`config.mk`:
```
export PLATFORM = sky130hd
export DESIGN_NAME = fetch_buffer
export DESIGN_NICKNAME = d
export VERILOG_FILES = /design/src/rtl/fetch_buffer_pkg.sv /design/src/rtl/fetch_buffer_sync_fifo.sv /design/src/rtl/fetch_buffer.sv
export SDC_FILE = /design/constraint.sdc
export NUM_CORES = 1
export LEC_CHECK = 0
export BUFFER_PORTS_ARGS = -buffer_cell sky130_fd_sc_hd__buf_2
export CELL_PAD_IN_SITES_DETAIL_PLACEMENT = 0
export CELL_PAD_IN_SITES_GLOBAL_PLACEMENT = 1
export CORE_MARGIN = 2
export CORE_UTILIZATION = 51
export DETAILED_ROUTE_END_ITERATION = 8
export HOLD_SLACK_MARGIN = 0.03
export PLACE_DENSITY = 0.81
export SYNTH_ARGS = -nofsm -noshare
export SYNTH_HDL_FRONTEND = slang
export SYNTH_SLANG_ARGS = --single-unit
```
`constraint.sdc`:
```
create_clock -name clock -period 4.1 [get_ports clock]
set_input_delay 0 -clock clock [delete_from_list [all_inputs] [get_ports clock]]
set_output_delay 0 -clock clock [all_outputs]
set_load 0.01 [all_outputs]
```
`src/rtl/fetch_buffer_pkg.sv`:
```
// Shared types and defaults for the fetch buffer: data widths, buffer depth
// and the (pc, instr) entry handed to decode.
package fetch_buffer_pkg;

  localparam int FB_XLEN  = 32;
  localparam int FB_DEPTH = 4;

  typedef struct packed {
    logic [FB_XLEN-1:0] pc;
    logic [FB_XLEN-1:0] instr;
  } fetch_entry_t;

endpackage

```
`src/rtl/fetch_buffer_sync_fifo.sv`:
```
// Synchronous FIFO with extra-MSB wrap pointers and a synchronous clear.
// The head word is read straight from the storage array at the read pointer.
module sync_fifo #(
  parameter  int WIDTH = 32,
  parameter  int DEPTH = 4,
  localparam int AW    = $clog2(DEPTH)
) (
  input  logic             clock,
  input  logic             reset,
  input  logic             clear,
  input  logic             push,
  input  logic [WIDTH-1:0] push_data,
  input  logic             pop,
  output logic [WIDTH-1:0] pop_data,
  output logic             full,
  output logic             empty,
  output logic [AW:0]      count
);

  logic [AW:0]      wr_ptr;
  logic [AW:0]      rd_ptr;
  logic [WIDTH-1:0] mem [DEPTH];

  // NOTE: state uses non-blocking assignments so every flop samples pre-edge values.
  always_ff @(posedge clock) begin
    if (reset || clear) begin
      wr_ptr <= '0;
      rd_ptr <= '0;
    end else begin
      if (push) wr_ptr <= wr_ptr + 1'b1;
      if (pop)  rd_ptr <= rd_ptr + 1'b1;
    end
  end

  // NOTE: storage is deliberately not reset; the pointers alone define which words are valid.
  always_ff @(posedge clock) begin
    if (push) mem[wr_ptr[AW-1:0]] <= push_data;
  end

  assign pop_data = mem[rd_ptr[AW-1:0]];
  assign empty    = (wr_ptr == rd_ptr);
  assign full     = (wr_ptr[AW] != rd_ptr[AW]) && (wr_ptr[AW-1:0] == rd_ptr[AW-1:0]);
  assign count    = wr_ptr - rd_ptr;

endmodule

```
`src/rtl/fetch_buffer.sv`:
```
// Fetch buffer between PC generator and decode: issues in-order instruction
// memory requests on credit, tags responses with their PC, and drops stale work on flush.
module fetch_buffer
  import fetch_buffer_pkg::*;
#(
  parameter int DEPTH = FB_DEPTH,
  parameter int XLEN  = FB_XLEN
) (
  input  logic            clock,
  input  logic            reset,
  input  logic [XLEN-1:0] fetch_pc,
  output logic            fetch_stall,
  input  logic            flush,
  output logic            imem_req_valid,
  output logic [XLEN-1:0] imem_req_addr,
  input  logic            imem_req_ready,
  input  logic            imem_resp_valid,
  input  logic [XLEN-1:0] imem_resp_data,
  output logic            dec_valid,
  output logic [XLEN-1:0] dec_pc,
  output logic [XLEN-1:0] dec_instr,
  input  logic            dec_ready
);

  localparam int             CW      = $clog2(DEPTH) + 1;
  localparam logic [CW:0]    DEPTH_W = (CW+1)'(DEPTH);

  logic [CW-1:0] outstanding;
  logic [CW-1:0] discard;
  logic [CW-1:0] occupancy;
  logic [CW-1:0] tag_count;
  logic [CW:0]   in_use;
  logic          accept;
  logic          resp_keep;
  logic          dec_pop;
  logic          tag_full, tag_empty;
  logic          instr_full, instr_empty;
  logic [XLEN-1:0] tag_pc;
  fetch_entry_t  wr_entry;
  fetch_entry_t  head;

  // Outstanding requests still count against credit while their responses are being discarded.
  assign in_use         = (CW+1)'(occupancy) + (CW+1)'(outstanding);
  assign imem_req_valid = !reset && !flush && (in_use < DEPTH_W);
  assign imem_req_addr  = fetch_pc;
  assign accept         = imem_req_valid && imem_req_ready;
  assign fetch_stall    = !accept;

  assign resp_keep = imem_resp_valid && (discard == '0) && !flush;
  assign wr_entry  = '{pc: tag_pc, instr: imem_resp_data};

  assign dec_valid = !reset && !instr_empty;
  assign dec_pop   = dec_valid && dec_ready;
  assign dec_pc    = head.pc;
  assign dec_instr = head.instr;

  sync_fifo #(.WIDTH(XLEN), .DEPTH(DEPTH)) u_tag_fifo (
    .clock     (clock),
    .reset     (reset),
    .clear     (flush),
    .push      (accept),
    .push_data (fetch_pc),
    .pop       (resp_keep),
    .pop_data  (tag_pc),
    .full      (tag_full),
    .empty     (tag_empty),
    .count     (tag_count)
  );

  sync_fifo #(.WIDTH($bits(fetch_entry_t)), .DEPTH(DEPTH)) u_instr_fifo (
    .clock     (clock),
    .reset     (reset),
    .clear     (flush),
    .push      (resp_keep),
    .push_data (wr_entry),
    .pop       (dec_pop),
    .pop_data  (head),
    .full      (instr_full),
    .empty     (instr_empty),
    .count     (occupancy)
  );

  // On flush every request still in flight after this cycle's response becomes stale.
  always_ff @(posedge clock) begin
    if (reset) begin
      outstanding <= '0;
      discard     <= '0;
    end else begin
      outstanding <= outstanding + CW'(accept) - CW'(imem_resp_valid);
      if (flush)
        discard <= outstanding - CW'(imem_resp_valid);
      else if (imem_resp_valid && (discard != '0))
        discard <= discard - 1'b1;
    end
  end

  a_resp_without_request: assert property (@(posedge clock) disable iff (reset)
    imem_resp_valid |-> (outstanding != '0));
  a_credit_bound: assert property (@(posedge clock) disable iff (reset)
    in_use <= DEPTH_W);
  a_tag_accounting: assert property (@(posedge clock) disable iff (reset)
    ({1'b0, tag_count} + {1'b0, discard}) == {1'b0, outstanding});
  a_no_overflow: assert property (@(posedge clock) disable iff (reset)
    !(accept && tag_full) && !(resp_keep && instr_full));
  a_tag_present: assert property (@(posedge clock) disable iff (reset)
    resp_keep |-> !tag_empty);

endmodule

```
# == Yosys cells after proc, flatten, opt, wreduce, memory -nomap -nowiden ==
# Memory sizes are Yosys's and may differ from the RTL's. A register that Yosys moved wholly into a read port is not among the register bits.
# Index checks and enable logic that the tools add are counted.
# totals
ff_bits,18
ram_bits,384
inputBits,70
output_inout_bits,99
elab_cells,46
memories,2
# memory_table
memory,depth,width,read_ports,rd_ports_with_merged_regs,wr,line,source
u_instr_fifo.mem,4,64,1,1,1,fetch_buffer_sync_fifo.sv:22,logic [WIDTH-1:0] mem [DEPTH];
u_tag_fifo.mem,4,32,1,1,1,fetch_buffer_sync_fifo.sv:22,
# op_classes
n_addsub,10
magnitude_cmp,1
n_eq_ne,1
n_mux,10
n_reduce_logical,16
# ops
op,n
$add 3x1->3 const B,4
$logic_and 1x1->1,8
$mux 2,4
$mux 3,2
$sub 3x1->3,2
$add 3x3->4,1
$logic_not 1->1,4
$lt 4x3->1 const B,1
$mux 1,4
$add 3x1->3,1
$eq 3x3->1,1
$logic_not 3->1,1
$reduce_bool 3->1,1
$sub 3x1->3 const B,1
$sub 3x3->3,1
$reduce_bool 2->1,1
$logic_or 1x1->1,1

# == Logic depth before layout (Yosys ltp) ==
# Gate-level depths: netlist of the first run.
# logic_depth
ltp_word,7
mapped_depth,17
ltp_nobuf,17

# == Cells and area by module ==
# From an unflattened synthesis of the first run, not the netlist that was laid out.
# unflattened
cells_unflattened,681
area_unflattened_um2,15613.7
# modules_own_cells
mod,n_inst,cells_per_inst,area_per_inst_um2,seq_area_each_um2
sync_fifo at u_instr_fifo,1,382,9768.1,7847.5
sync_fifo at u_tag_fifo,1,215,5116.2,4003.8
fetch_buffer,1,84,729.4,120.1

# == Worst setup path after synthesis of the first run ==
# Ideal clock, no wire load.
# synth_timing
kind,reg-to-reg
startpoint,reg u_instr_fifo.wr_ptr[0]
endpoint,reg outstanding[2]
setup_time_ns,0.115
arrival_ns,3.227
t_required_ns,3.985
path_slack_ns,0.758
stages_incl_launch_ff,18
path_buffers,0
synth_period_minus_slack_ns,3.342
cell_sequence,dfxtp_1 -> inv_1 -> ha_1 -> inv_1 -> fa_1 -> xor2_1 -> ha_1 -> nor3_1 -> and4_1 -> inv_1 -> ha_1 -> inv_1 -> ha_1 -> inv_1 -> fa_1 -> xnor2_1 -> xnor2_1 -> nor2_1
# synth_between
elab_chain_len,7
# synth_lines
item,line,source
from (decl),fetch_buffer_sync_fifo.sv:20,logic [AW:0] wr_ptr;
from (signal assigned),fetch_buffer_sync_fifo.sv:30,if (push) wr_ptr <= wr_ptr + 1'b1;
$sub 3x3->3,fetch_buffer_sync_fifo.sv:43,assign count = wr_ptr - rd_ptr;
$add 3x3->4,fetch_buffer.sv:43,assign in_use = (CW+1)'(occupancy) + (CW+1)'(outstanding);
$lt 4x3->1,fetch_buffer.sv:44,assign imem_req_valid = !reset && !flush && (in_use < DEPTH_W);
$logic_and 1x1->1,fetch_buffer.sv:44,
$logic_and 1x1->1,fetch_buffer.sv:46,assign accept = imem_req_valid && imem_req_ready;
$add 3x1->3,fetch_buffer.sv:89,outstanding <= outstanding + CW'(accept) - CW'(imem_resp_valid);
$sub 3x1->3,fetch_buffer.sv:89,
to (signal assigned),fetch_buffer.sv:89,
to (decl),fetch_buffer.sv:28,logic [CW-1:0] outstanding;
# Every way passes these cells.
# A chain may end at the register's enable or synchronous reset.

# == Final worst setup path of the first run ==
# Ends and elaborated chain as after synthesis.

==> summary.txt, run 1 <==
Flow run
  – Max Cap Viol: 0

Finish
  – Ant diodes: 0
  – Share of cells above drive strength 1: 38.4%
  – Register Area: 0.0119 mm2
  – Multi-input logic area: approximately 0.0029 mm2
  – Area delta synth->final: 20.2%
  – Post-layout nets: 990
  – Fill count: between 2,000 and 2,500
  – Design area: between 0.015 and 0.02 mm2

Timing
  – Max-slew violation count: 0
  – Hold slack: 0.236 ns
  – Final Hold Vio Count: 0
  – Tmin final: between 3 and 4 ns
  – Clock skew: just under 0.02 ns
  – RSZ-0062 raised after global routing: no
  – Period utilization: 88.4%
  – Final setup vio count: 0
  – Fmax: 0.276 GHz
  – Worst slew margin: 32.1%
  – TNS Setup: 0 ns
  – Slew @ Worst Pin: between 1 and 1.5 ns

Global route
  – Global routing usage on met1: between 20% and 30%
  – Grt met3 use: around 3.2%
  – First-pass GRT wire length: 41.8 mm
  – Grt ovf: 0
  – Initial antenna violation count: 0
  – Busiest layer in global routing: met2
  – Met2 Track Usage GR: 29.5%
  – Vias in the first global route: 7,430
  – Largest net degree at the start of global routing: 65
  – GRT Resource Usage Total: roughly 18%

CTS
  – Num CTS Buffers: between 40 and 50
  – CTS tree: done
  – Clock buffer depth: 3
  – Worst-path clk slew: 0.07 ns
  – Worst-Skew Late Latency: between 0.5 and 0.6 ns
  – Clock root buffer: clkbuf_16
  – CTS Sinks: about 400
  – Resized Gates After CTS: 0
  – Max H-tree Level: 2

Worst setup path
  – CP Launch Type: flop
  – CP required: around 4.5 ns
  – Flop2flop setup slack: 0.48 ns
  – Cell family with most CP delay: adder cells
  – Max Fanout on Critical Path: 6
  – Critical path cell sequence: inv_1 -> ha_1 -> inv_1 -> fa_1 -> xor2_1 -> ha_1 -> nor3_1 -> and4_1 -> inv_1 -> ha_1 -> inv_1 -> ha_1 -> inv_1 -> fa_1 -> xnor2_1 -> xnor2_1 -> nor2_1
  – Crit path largest cell delay: 0.37 ns
  – Critical Setup Path Class: reg -> reg
  – Crit path top cell by count: inv_1
  – Arrival time worst endpoint: roughly 4.0 ns
  – Worst path slowest cell: fa_1
  – CP endpoint kind: flop
  – Critical path buffers and inverters: 5

Power and ir drop
  – Internal power: around 7 mW
  – Part of the power in registers: 53.3%
  – PwrDens: 477 mW/mm2
  – Switching Share: between 20% and 30%
  – Leak: 6.17 nW
  – Sw Pwr: 1.83 mW
  – Clock share of power: ~41%
  – Logic pwr share: 5.9%
  – Peak supply drop: 0.000281 V

Logic synthesis
  – Sequential area share after synthesis: 77.9%
  – Syn. warnings: 0
  – #FFs+latches synth: 404
  – Cells after synthesis: 661
  – Mapped Area: roughly 0.015 mm2
  – Syn Nets: roughly 750
  – Synth Area per Inst: ~23 um2
  – Synth unique cells: slightly above 40

Routing
  – DR vias: ~7,200
  – DR pass1 iterations: 5
  – Drt wl/cell: between 20 and 25 um
  – Wirelength, routed: around 27 mm
  – Drc violations: 0
  – DR iter-0 viols: 508
  – DRT antenna net count: 0
  – Vias per cell: approximately 5.4

Placement
  – Port Buffer Count: roughly 170
  – RePlAce Congestion: approximately 0.75
  – Post-DP HPWL: between 15 and 20 mm
  – Placed instance area: 0.0164 mm2

Die
  – Initial core utilization: between 50% and 60%
  – Io pins: between 150 and 200
  – Die Ht: 177 um
  – Die width: 177 um
  – Die ar.: between 0.03 and 0.04 mm2
  – CORE AREA: around 0.03 mm2
  – Num rows: 63

Outcome
  – Outcome: completed

Hold path
  – Worst min-delay path category: in -> reg
-- flip-flops by register name, indices dropped and copies added, names as in the netlist, named ones only --
| name | flops |
|---|---|
| u_instr_fifo.mem | 256 |
| u_tag_fifo.mem | 128 |
| discard | 3 |
| outstanding | 3 |
| u_instr_fifo.rd_ptr | 3 |
| u_instr_fifo.wr_ptr | 3 |
| u_tag_fifo.rd_ptr | 2 |
| u_tag_fifo.wr_ptr | 2 |
-- worst reg2reg max path, stage by stage, from the launching register on --
cell and delay [ns]:
dfxtp_1 0.33, inv_1 0.16, ha_1 0.19, inv_1 0.05
fa_1 0.37, xor2_1 0.17, ha_1 0.30, nor3_1 0.26
and4_1 0.33, inv_1 0.11, ha_1 0.28, inv_1 0.05
ha_1 0.13, inv_1 0.05, fa_1 0.37, xnor2_1 0.19
xnor2_1 0.14, nor2_1 0.05
-- cell usage in the layout (no fill, tap or decap), types with 3 or more instances in the layout --
cell / n
a21oi_1: 3
and2_2: 4
and2_4: 4
and3_1: 3
buf_2: 168
buf_4: 14
clkbuf_1: 3
clkbuf_16: 45
clkinv_1: 6
clkinv_2: 8
clkinv_4: 4
clkinvlp_4: 3
dfxtp_1: 16
dlygate4sd3_1: 70
edfxtp_1: 384
ha_1: 19
inv_1: 15
inv_6: 3
mux2i_1: 6
mux4_2: 96
nand2_1: 7
nand3b_1: 3
nor2_1: 7
xnor2_1: 6
-- cell type report --
type,instances,area share (%)
clock buffers,48,6.18
clock inverters,26,1.07
inverters,15,0.306
multi-input cells,185,16.0
flip-flops and latches,404,64.9
well taps,390,2.65
repair buffers,252,8.95
-- power groups by stage --
stage          clock network, mW  logic [mW]  registers (mW)
2_1_floorplan                  0       0.304            4.75
3_3_place_gp                   0       0.464            4.76
3_5_place_dp                   0       0.476            4.76
4_1_cts                     3.66       0.528            4.68
5_1_grt                     3.82       0.573            4.68
6_report                    3.58       0.518            4.68
-- through the flow --
step                      util (%)  setup WS [ns]  total power, mW  std cells
after floorplan                  -          0.758             5.05        661
after global placement        55.4          0.590             5.22       1176
after detailed placement      55.4          0.479             5.24       1176
after CTS                     62.3          0.450             8.87       1320
after global routing          62.3          0.155             9.08       1320
final                         62.3          0.475             8.78       1320
-- cells in the mapped netlist, drive strengths merged --
cell	n	area (um2)
nor2b	1	6.26
mux4	96	2160
or2	1	6.26
buf	55	385
xor2	1	8.76
nor4bb	1	10.0
a211oi	1	7.51
and2	8	50.1
nor2	8	46.3
a21boi	1	7.51
o32ai	1	8.76
and4	1	8.76
fa	2	40.0
edfxtp	384	11500
a211o	1	8.76
or3	2	12.5
nand2b	2	12.5
inv	15	56.3
nand4	1	6.26
a311oi	3	43.8
mux2i	6	60.1
ha	19	238
and3	3	18.8
nand2	7	26.3
o21ai	1	5.00
o31a	1	8.76
clkbuf	2	8.75
nor3	1	5.00
a21oi	3	15.0
a21o	1	7.51
dfxtp	20	400
xnor2	6	52.6
nand4b	1	8.76
nand3b	3	22.5
a31oi	2	12.5
-- worst paths after layout --
path,endpoint,startpoint,cells past startpoint
setup / recovery,outstanding[2],u_instr_fifo.wr_ptr[0],17
hold / removal,u_tag_fifo.mem[0][20],fetch_pc[20],2
setup reg to reg,outstanding[2],u_instr_fifo.wr_ptr[0],17
hold reg to reg,u_instr_fifo.wr_ptr[2],u_instr_fifo.wr_ptr[2],2
-- repair_timing --
action                                 4_1_cts  5_1_grt
hold buffers                                70        0
setup endpoints to repair                    0        0
buffers inserted                             0        0
endpoints found under the hold margin      274        0
-- logic make-up (layout without fill, tap and decap cells) --
| group | after synthesis | after routing | share of synthesized area [%] |
|---|---|---|---|
| flip-flops | 404 | 404 | 77.9 |
| multiplexers | 102 | 102 | 14.5 |
| buffers and inverters | 72 | 341 | 2.94 |
| AND/OR/NAND/NOR | 40 | 40 | 1.57 |
| adder cells (fa/ha/maj) | 21 | 21 | 1.81 |
| AO/OA/AOI/OAI | 15 | 15 | 0.817 |
| XOR/XNOR | 7 | 7 | 0.400 |
-- metal layers --
| metal | vias up | part of all wire, % |
|---|---|---|
| li1 | 3183 | - |
| met1 | 3704 | 42 |
| met2 | 238 | 50 |
| met3 | 35 | 6.3 |
| met4 | 0 | 1.4 |
| met5 | - | 0 |
Note: power is estimated with default switching activity, not from simulation.
==> run 2, diff against run 1 <==
--- a/config.mk
+++ b/config.mk
@@ -9,10 +9,12 @@
 export CELL_PAD_IN_SITES_DETAIL_PLACEMENT = 0
 export CELL_PAD_IN_SITES_GLOBAL_PLACEMENT = 1
 export CORE_MARGIN = 2
-export CORE_UTILIZATION = 51
+export CORE_UTILIZATION = 57
+export CTS_BUF_LIST = sky130_fd_sc_hd__clkbuf_8
 export DETAILED_ROUTE_END_ITERATION = 8
+export GPL_TIMING_DRIVEN = 0
 export HOLD_SLACK_MARGIN = 0.03
-export PLACE_DENSITY = 0.81
+export PLACE_DENSITY = 0.89
 export SYNTH_ARGS = -nofsm -noshare
 export SYNTH_HDL_FRONTEND = slang
 export SYNTH_SLANG_ARGS = --single-unit
==> constraint.sdc (replaced) <==
create_clock -name clock -period 4.5 [get_ports clock]
set_input_delay 0 -clock clock [delete_from_list [all_inputs] [get_ports clock]]
set_output_delay 0 -clock clock [all_outputs]
set_load 0.01 [all_outputs]
==> summary.txt, run 2 (synthesis results as in run 1) <==
Routing
  – DR vias: about 7,300
  – DRT antenna net count: 0
  – Vias per cell: between 5 and 6
  – Drt wl/cell: between 20 and 25 um
  – DR pass1 iterations: 4
  – DR iter-0 viols: between 400 and 500
  – Wirelength, routed: 27.3 mm
  – Drc violations: 0

Finish
  – Fill count: approximately 1,600
  – Final Util: between 70 and 80%
  – Number of flip-flops in the largest register: about 260
  – Ant diodes: 0
  – Post-layout nets: approximately 1,100
  – Share of cells above drive strength 1: approximately two fifths
  – Most common cell after layout, fill and taps aside: edfxtp_1
  – Most frequent cells in the layout: edfxtp_1 (384), buf_2 (175), mux4_2 (96)
  – Area delta synth->final: 20.6%

Timing
  – Slew @ Worst Pin: roughly 0.96 ns
  – RSZ-0062 raised after global routing: no
  – Fmax: 0.276 GHz
  – Worst slew margin: approximately 36%
  – TNS Setup: 0 ns
  – Period utilization: just over 80%
  – Max-slew violation count: 0
  – Clock skew: 0.0236 ns
  – Tmin final: between 3 and 4 ns
  – Final Hold Vio Count: 0
  – Final setup vio count: 0

Worst setup path
  – CP required: 4.98 ns
  – Arrival time worst endpoint: a little over 4 ns
  – Critical path cell sequence: inv_1 -> ha_1 -> inv_1 -> fa_1 -> xor2_1 -> ha_1 -> nor3_1 -> and4_1 -> inv_1 -> ha_1 -> inv_1 -> ha_1 -> inv_1 -> fa_1 -> xnor2_1 -> xnor2_1 -> nor2_1
  – Max Fanout on Critical Path: 6
  – Critical Setup Path Class: reg -> reg
  – CP Launch Type: flop
  – CP endpoint kind: flop
  – Crit path largest cell delay: between 0.3 and 0.4 ns
  – Crit path top cell by count: inv_1
  – Critical path buffers and inverters: 5
  – Worst path slowest cell: fa_1
  – Cell family with most CP delay: adder cells

Global route
  – First-pass GRT wire length: between 40 and 50 mm
  – GRT Resource Usage Total: 19.8%
  – Largest net degree at the start of global routing: a little over 50
  – Vias in the first global route: slightly below 8,000
  – Initial antenna violation count: 0
  – Grt ovf: 0

Die
  – Io pins: approximately 170
  – Die ar.: approximately 0.028 mm2
  – CORE AREA: 0.0262 mm2
  – Die Ht: about 170 um
  – Die width: approximately 170 um
  – Initial core utilization: between 50% and 60%
  – Num rows: a little under 60

CTS
  – Worst-Skew Late Latency: a little under 0.6 ns
  – CTS Sinks: approximately 400
  – Max H-tree Level: 2
  – Worst-path clk slew: 0.06 ns
  – Resized Gates After CTS: 0
  – Clock root buffer: clkbuf_8
  – Num CTS Buffers: 59
  – CTS tree: done
  – Clock buffer depth: 3

Power and ir drop
  – Leak: approximately 6.4 nW
  – PwrDens: between 300 and 400 mW/mm2
  – Peak supply drop: about 0.00025 V

Placement
  – Port Buffer Count: ~170
  – Post-DP HPWL: about 16 mm
  – RePlAce Congestion: between 0.7 and 0.8

Outcome
  – Outcome: completed

Hold path
  – Worst min-delay path category: in -> reg

Flow run
  – Max Cap Viol: 0
run 2: routing by layer:
| metal | up-vias | track usage [%] | part of all wire (%) | wire (um) |
|---|---|---|---|---|
| met4 | 0 | 7.03 | 2.4 | 669 |
| li1 | 3317 | - | - | - |
| met5 | - | 0 | 0 | 0 |
| met3 | 62 | 4.47 | 6.3 | 1710 |
| met1 | 3679 | 24.6 | 41 | 11100 |
| met2 | 235 | 34.7 | 51 | 13900 |
run 2: area by class of cell:
cell class | count | area, um2 | share of cell area (%)
Timing Repair Buffer | 242 | 1650 | 8.94
Multi-Input combinational cell | 185 | 2940 | 15.9
Clock buffer | 64 | 881 | 4.77
Tap cell | 335 | 419 | 2.27
Clock inverter | 44 | 183 | 0.990
Inverter | 15 | 56.3 | 0.305
Buffer | 57 | 394 | 2.14
Sequential cell | 404 | 11900 | 64.7
run 2: power breakdown:
part | total [mW] | leakage [nW] | switching (mW) | internal [mW]
Combinational | 0.510 | 2.12 | 0.259 | 0.252
Clock | 2.59 | 0.616 | 1.29 | 1.31
Sequential | 4.25 | 3.63 | 0.0299 | 4.22
run 2: final timing paths:
path / start / end / slack, ns / cells after the start
hold reg to reg: u_instr_fifo.rd_ptr[2] / u_instr_fifo.rd_ptr[2] / 0.50 / 2
setup / recovery: u_instr_fifo.wr_ptr[0] / outstanding[2] / 0.87 / 17
setup reg to reg: u_instr_fifo.wr_ptr[0] / outstanding[2] / 0.87 / 17
hold / removal: imem_resp_data[20] / u_instr_fifo.mem[2][20] / 0.17 / 2
run 2: what timing repair did:
action | 4_1_cts | 5_1_grt
buffers inserted | 0 | 0
endpoints found under the hold margin | 276 | 0
hold buffers | 71 | 0
run 2: stage by stage:
step | cell area [um2] | setup slack [ns] | instances | power (mW) | hold slack, ns
2_1_floorplan | 15300 | 1.16 | 661 | 4.60 | 0.0918
3_3_place_gp | 16600 | 0.126 | 1163 | 4.77 | 0.212
3_5_place_dp | 16700 | 0.874 | 1167 | 4.80 | 0.222
4_1_cts | 18500 | 0.860 | 1346 | 7.43 | 0.120
5_1_grt | 18500 | 0.628 | 1346 | 7.63 | 0.158
6_report | 18500 | 0.874 | 1346 | 7.35 | 0.166
==> run 3, diff against run 2 <==
--- a/config.mk
+++ b/config.mk
@@ -9,12 +9,12 @@
 export CELL_PAD_IN_SITES_DETAIL_PLACEMENT = 0
 export CELL_PAD_IN_SITES_GLOBAL_PLACEMENT = 1
 export CORE_MARGIN = 2
-export CORE_UTILIZATION = 57
+export CORE_UTILIZATION = 53
 export CTS_BUF_LIST = sky130_fd_sc_hd__clkbuf_8
 export DETAILED_ROUTE_END_ITERATION = 8
 export GPL_TIMING_DRIVEN = 0
 export HOLD_SLACK_MARGIN = 0.03
-export PLACE_DENSITY = 0.89
+export PLACE_DENSITY = 0.84
 export SYNTH_ARGS = -nofsm -noshare
 export SYNTH_HDL_FRONTEND = slang
 export SYNTH_SLANG_ARGS = --single-unit
==> constraint.sdc (replaced) <==
create_clock -name clock -period 3.6 [get_ports clock]
set_input_delay 0 -clock clock [delete_from_list [all_inputs] [get_ports clock]]
set_output_delay 0 -clock clock [all_outputs]
set_load 0.01 [all_outputs]
==> summary.txt, run 3 (synthesis results as in run 1) <==
Finish
  – Register Area: ~0.012 mm2
  – Fill count: between 1,500 and 2,000
  – Share of cells above drive strength 1: 40.2%
  – Post-layout nets: 1,063
  – Number of flip-flops in the largest register: between 200 and 300
  – Area delta synth->final: 22.1%
  – Multi-input logic area: between 0.002 and 0.003 mm2
  – Most frequent cells in the layout: edfxtp_1 (384), buf_2 (175), mux4_2 (96)
  – Ant diodes: 0
  – Most common cell after layout, fill and taps aside: edfxtp_1
  – Fin cells: ~1,400

Timing
  – Max-slew violation count: 0
  – Tmin final: 3.33 ns
  – Worst slew margin: 38.4%
  – Final setup vio count: 0
  – Hold slack: between 0.15 and 0.2 ns
  – RSZ-0062 raised after global routing: no
  – Final Hold Vio Count: 0
  – Period utilization: between 90% and 100%
  – Slew @ Worst Pin: 0.924 ns
  – Fmax: between 0.3 and 0.4 GHz
  – Clock skew: roughly 0.012 ns

Global route
  – Largest net degree at the start of global routing: between 50 and 60
  – Grt ovf: 0
  – GRT Resource Usage Total: around 19%
  – Initial antenna violation count: 0
  – Vias in the first global route: ~8,000
  – First-pass GRT wire length: 43.0 mm

Outcome
  – Outcome: completed

Power and ir drop
  – Tot Pwr: around 9.4 mW
  – PwrDens: between 500 and 600 mW/mm2
  – Leak: 6.46 nW
  – Peak supply drop: around 0.00031 V

Worst setup path
  – Critical path buffers and inverters: 4
  – CP Launch Type: flop
  – Critical path cell sequence: ha_1 -> inv_1 -> fa_1 -> xor2_1 -> ha_1 -> nor3_4 -> and4_4 -> inv_1 -> ha_1 -> inv_1 -> ha_1 -> inv_1 -> fa_1 -> xnor2_1 -> xnor2_1 -> nor2_1
  – CP required: ~4.1 ns
  – Worst path slowest cell: dfxtp_1
  – Max Fanout on Critical Path: 4
  – Cell family with most CP delay: adder cells
  – Critical Setup Path Class: reg -> reg
  – Crit path largest cell delay: about 0.39 ns
  – Arrival time worst endpoint: about 3.8 ns
  – CP endpoint kind: flop

Routing
  – DR pass1 iterations: 5
  – DR vias: roughly 7,400
  – Drt wl/cell: ~20 um
  – Wirelength, routed: 27.6 mm
  – Drc violations: 0
  – DR iter-0 viols: between 400 and 500
  – Vias per cell: 5.25
  – DRT antenna net count: 0

CTS
  – Worst-path clk slew: 0.07 ns
  – CTS Sinks: ~400
  – Num CTS Buffers: 61
  – Max H-tree Level: 2
  – CTS tree: done
  – Worst-Skew Late Latency: 0.58 ns
  – Clock buffer depth: 3
  – Clock root buffer: clkbuf_8

Die
  – Num rows: just over 60
  – CORE AREA: 0.0285 mm2
  – Die width: approximately 170 um
  – Die ar.: between 0.03 and 0.04 mm2
  – Io pins: between 150 and 200
  – Die Ht: 174 um
  – Initial core utilization: between 50% and 60%

Placement
  – Post-DP HPWL: approximately 17 mm
  – Placed cells: 1,219
  – RePlAce Congestion: between 0.7 and 0.8
  – Port Buffer Count: about 170

Flow run
  – Max Cap Viol: 0

Hold path
  – Worst min-delay path category: in -> reg
==> run 3: cell type report <==
cell class                 instances  share of cell area (%)
buffer                            57                    2.11
clock buffer                      64                    4.71
clock inverter                    50                    1.34
inverter                          15                   0.301
multi-input combinational        185                    15.8
sequential                       404                    63.8
tap                              384                    2.57
timing repair buffer             248                    9.31
==> run 3: worst register-to-register path, delay by kind of cell, from the launching register on <==
family                     cells  cell delay (ns)
DFF                            1             0.39
and+or+nand+nor                3             0.49
adders and majority gates      6             1.63
buffers and inverters          4             0.21
xor gates and xnor gates       3             0.49
==> run 3: metrics by stage <==
stage | setup TNS [ns] | util, % | instance area [um2] | setup WS (ns)
6_report | 0 | 65.5 | 18700 | 0.270
5_1_grt | 0 | 65.5 | 18700 | 0.000946
4_1_cts | 0 | 65.4 | 18700 | 0.0567
3_5_place_dp | -0.0207 | 58.9 | 16800 | -0.0207
3_3_place_gp | -216.89 | 58.2 | 16600 | -0.718
2_1_floorplan | 0 | - | 15300 | 0.258
==> run 3: per-layer routing <==
metal  GRT usage [%]  share of wire (%)  up-vias
li1                -                  -     3346
met1            23.1                 40     3765
met2            33.3                 53      235
met3            3.96                5.6       43
met4            4.80                1.5        0
met5               0                  0        -
==> run 3: what timing repair did <==
action | in CTS | in global routing
buffers inserted | 0 | 3
endpoints found under the hold margin | 276 | 0
gates resized for setup | 1 | 4
hold buffers | 71 | 0
setup endpoints to repair | 1 | 1
pin swaps | 0 | 4
==> run 3: worst paths after layout <==
kind | startpoint | end | slack (ns) | depth (start not counted)
worst max-delay path | u_instr_fifo.rd_ptr[0] | outstanding[2] | 0.27 | 16
worst min-delay path | imem_resp_data[26] | u_instr_fifo.mem[2][26] | 0.17 | 2
worst max register to register | u_instr_fifo.rd_ptr[0] | outstanding[2] | 0.27 | 16
worst min register to register | u_instr_fifo.rd_ptr[2] | u_instr_fifo.rd_ptr[2] | 0.50 | 2
==> run 3: power breakdown <==
part,switching [mW],internal [mW],total (mW)
Sequential,0.0390,5.28,5.32
Clock,1.63,1.78,3.41
Combinational,0.328,0.328,0.655
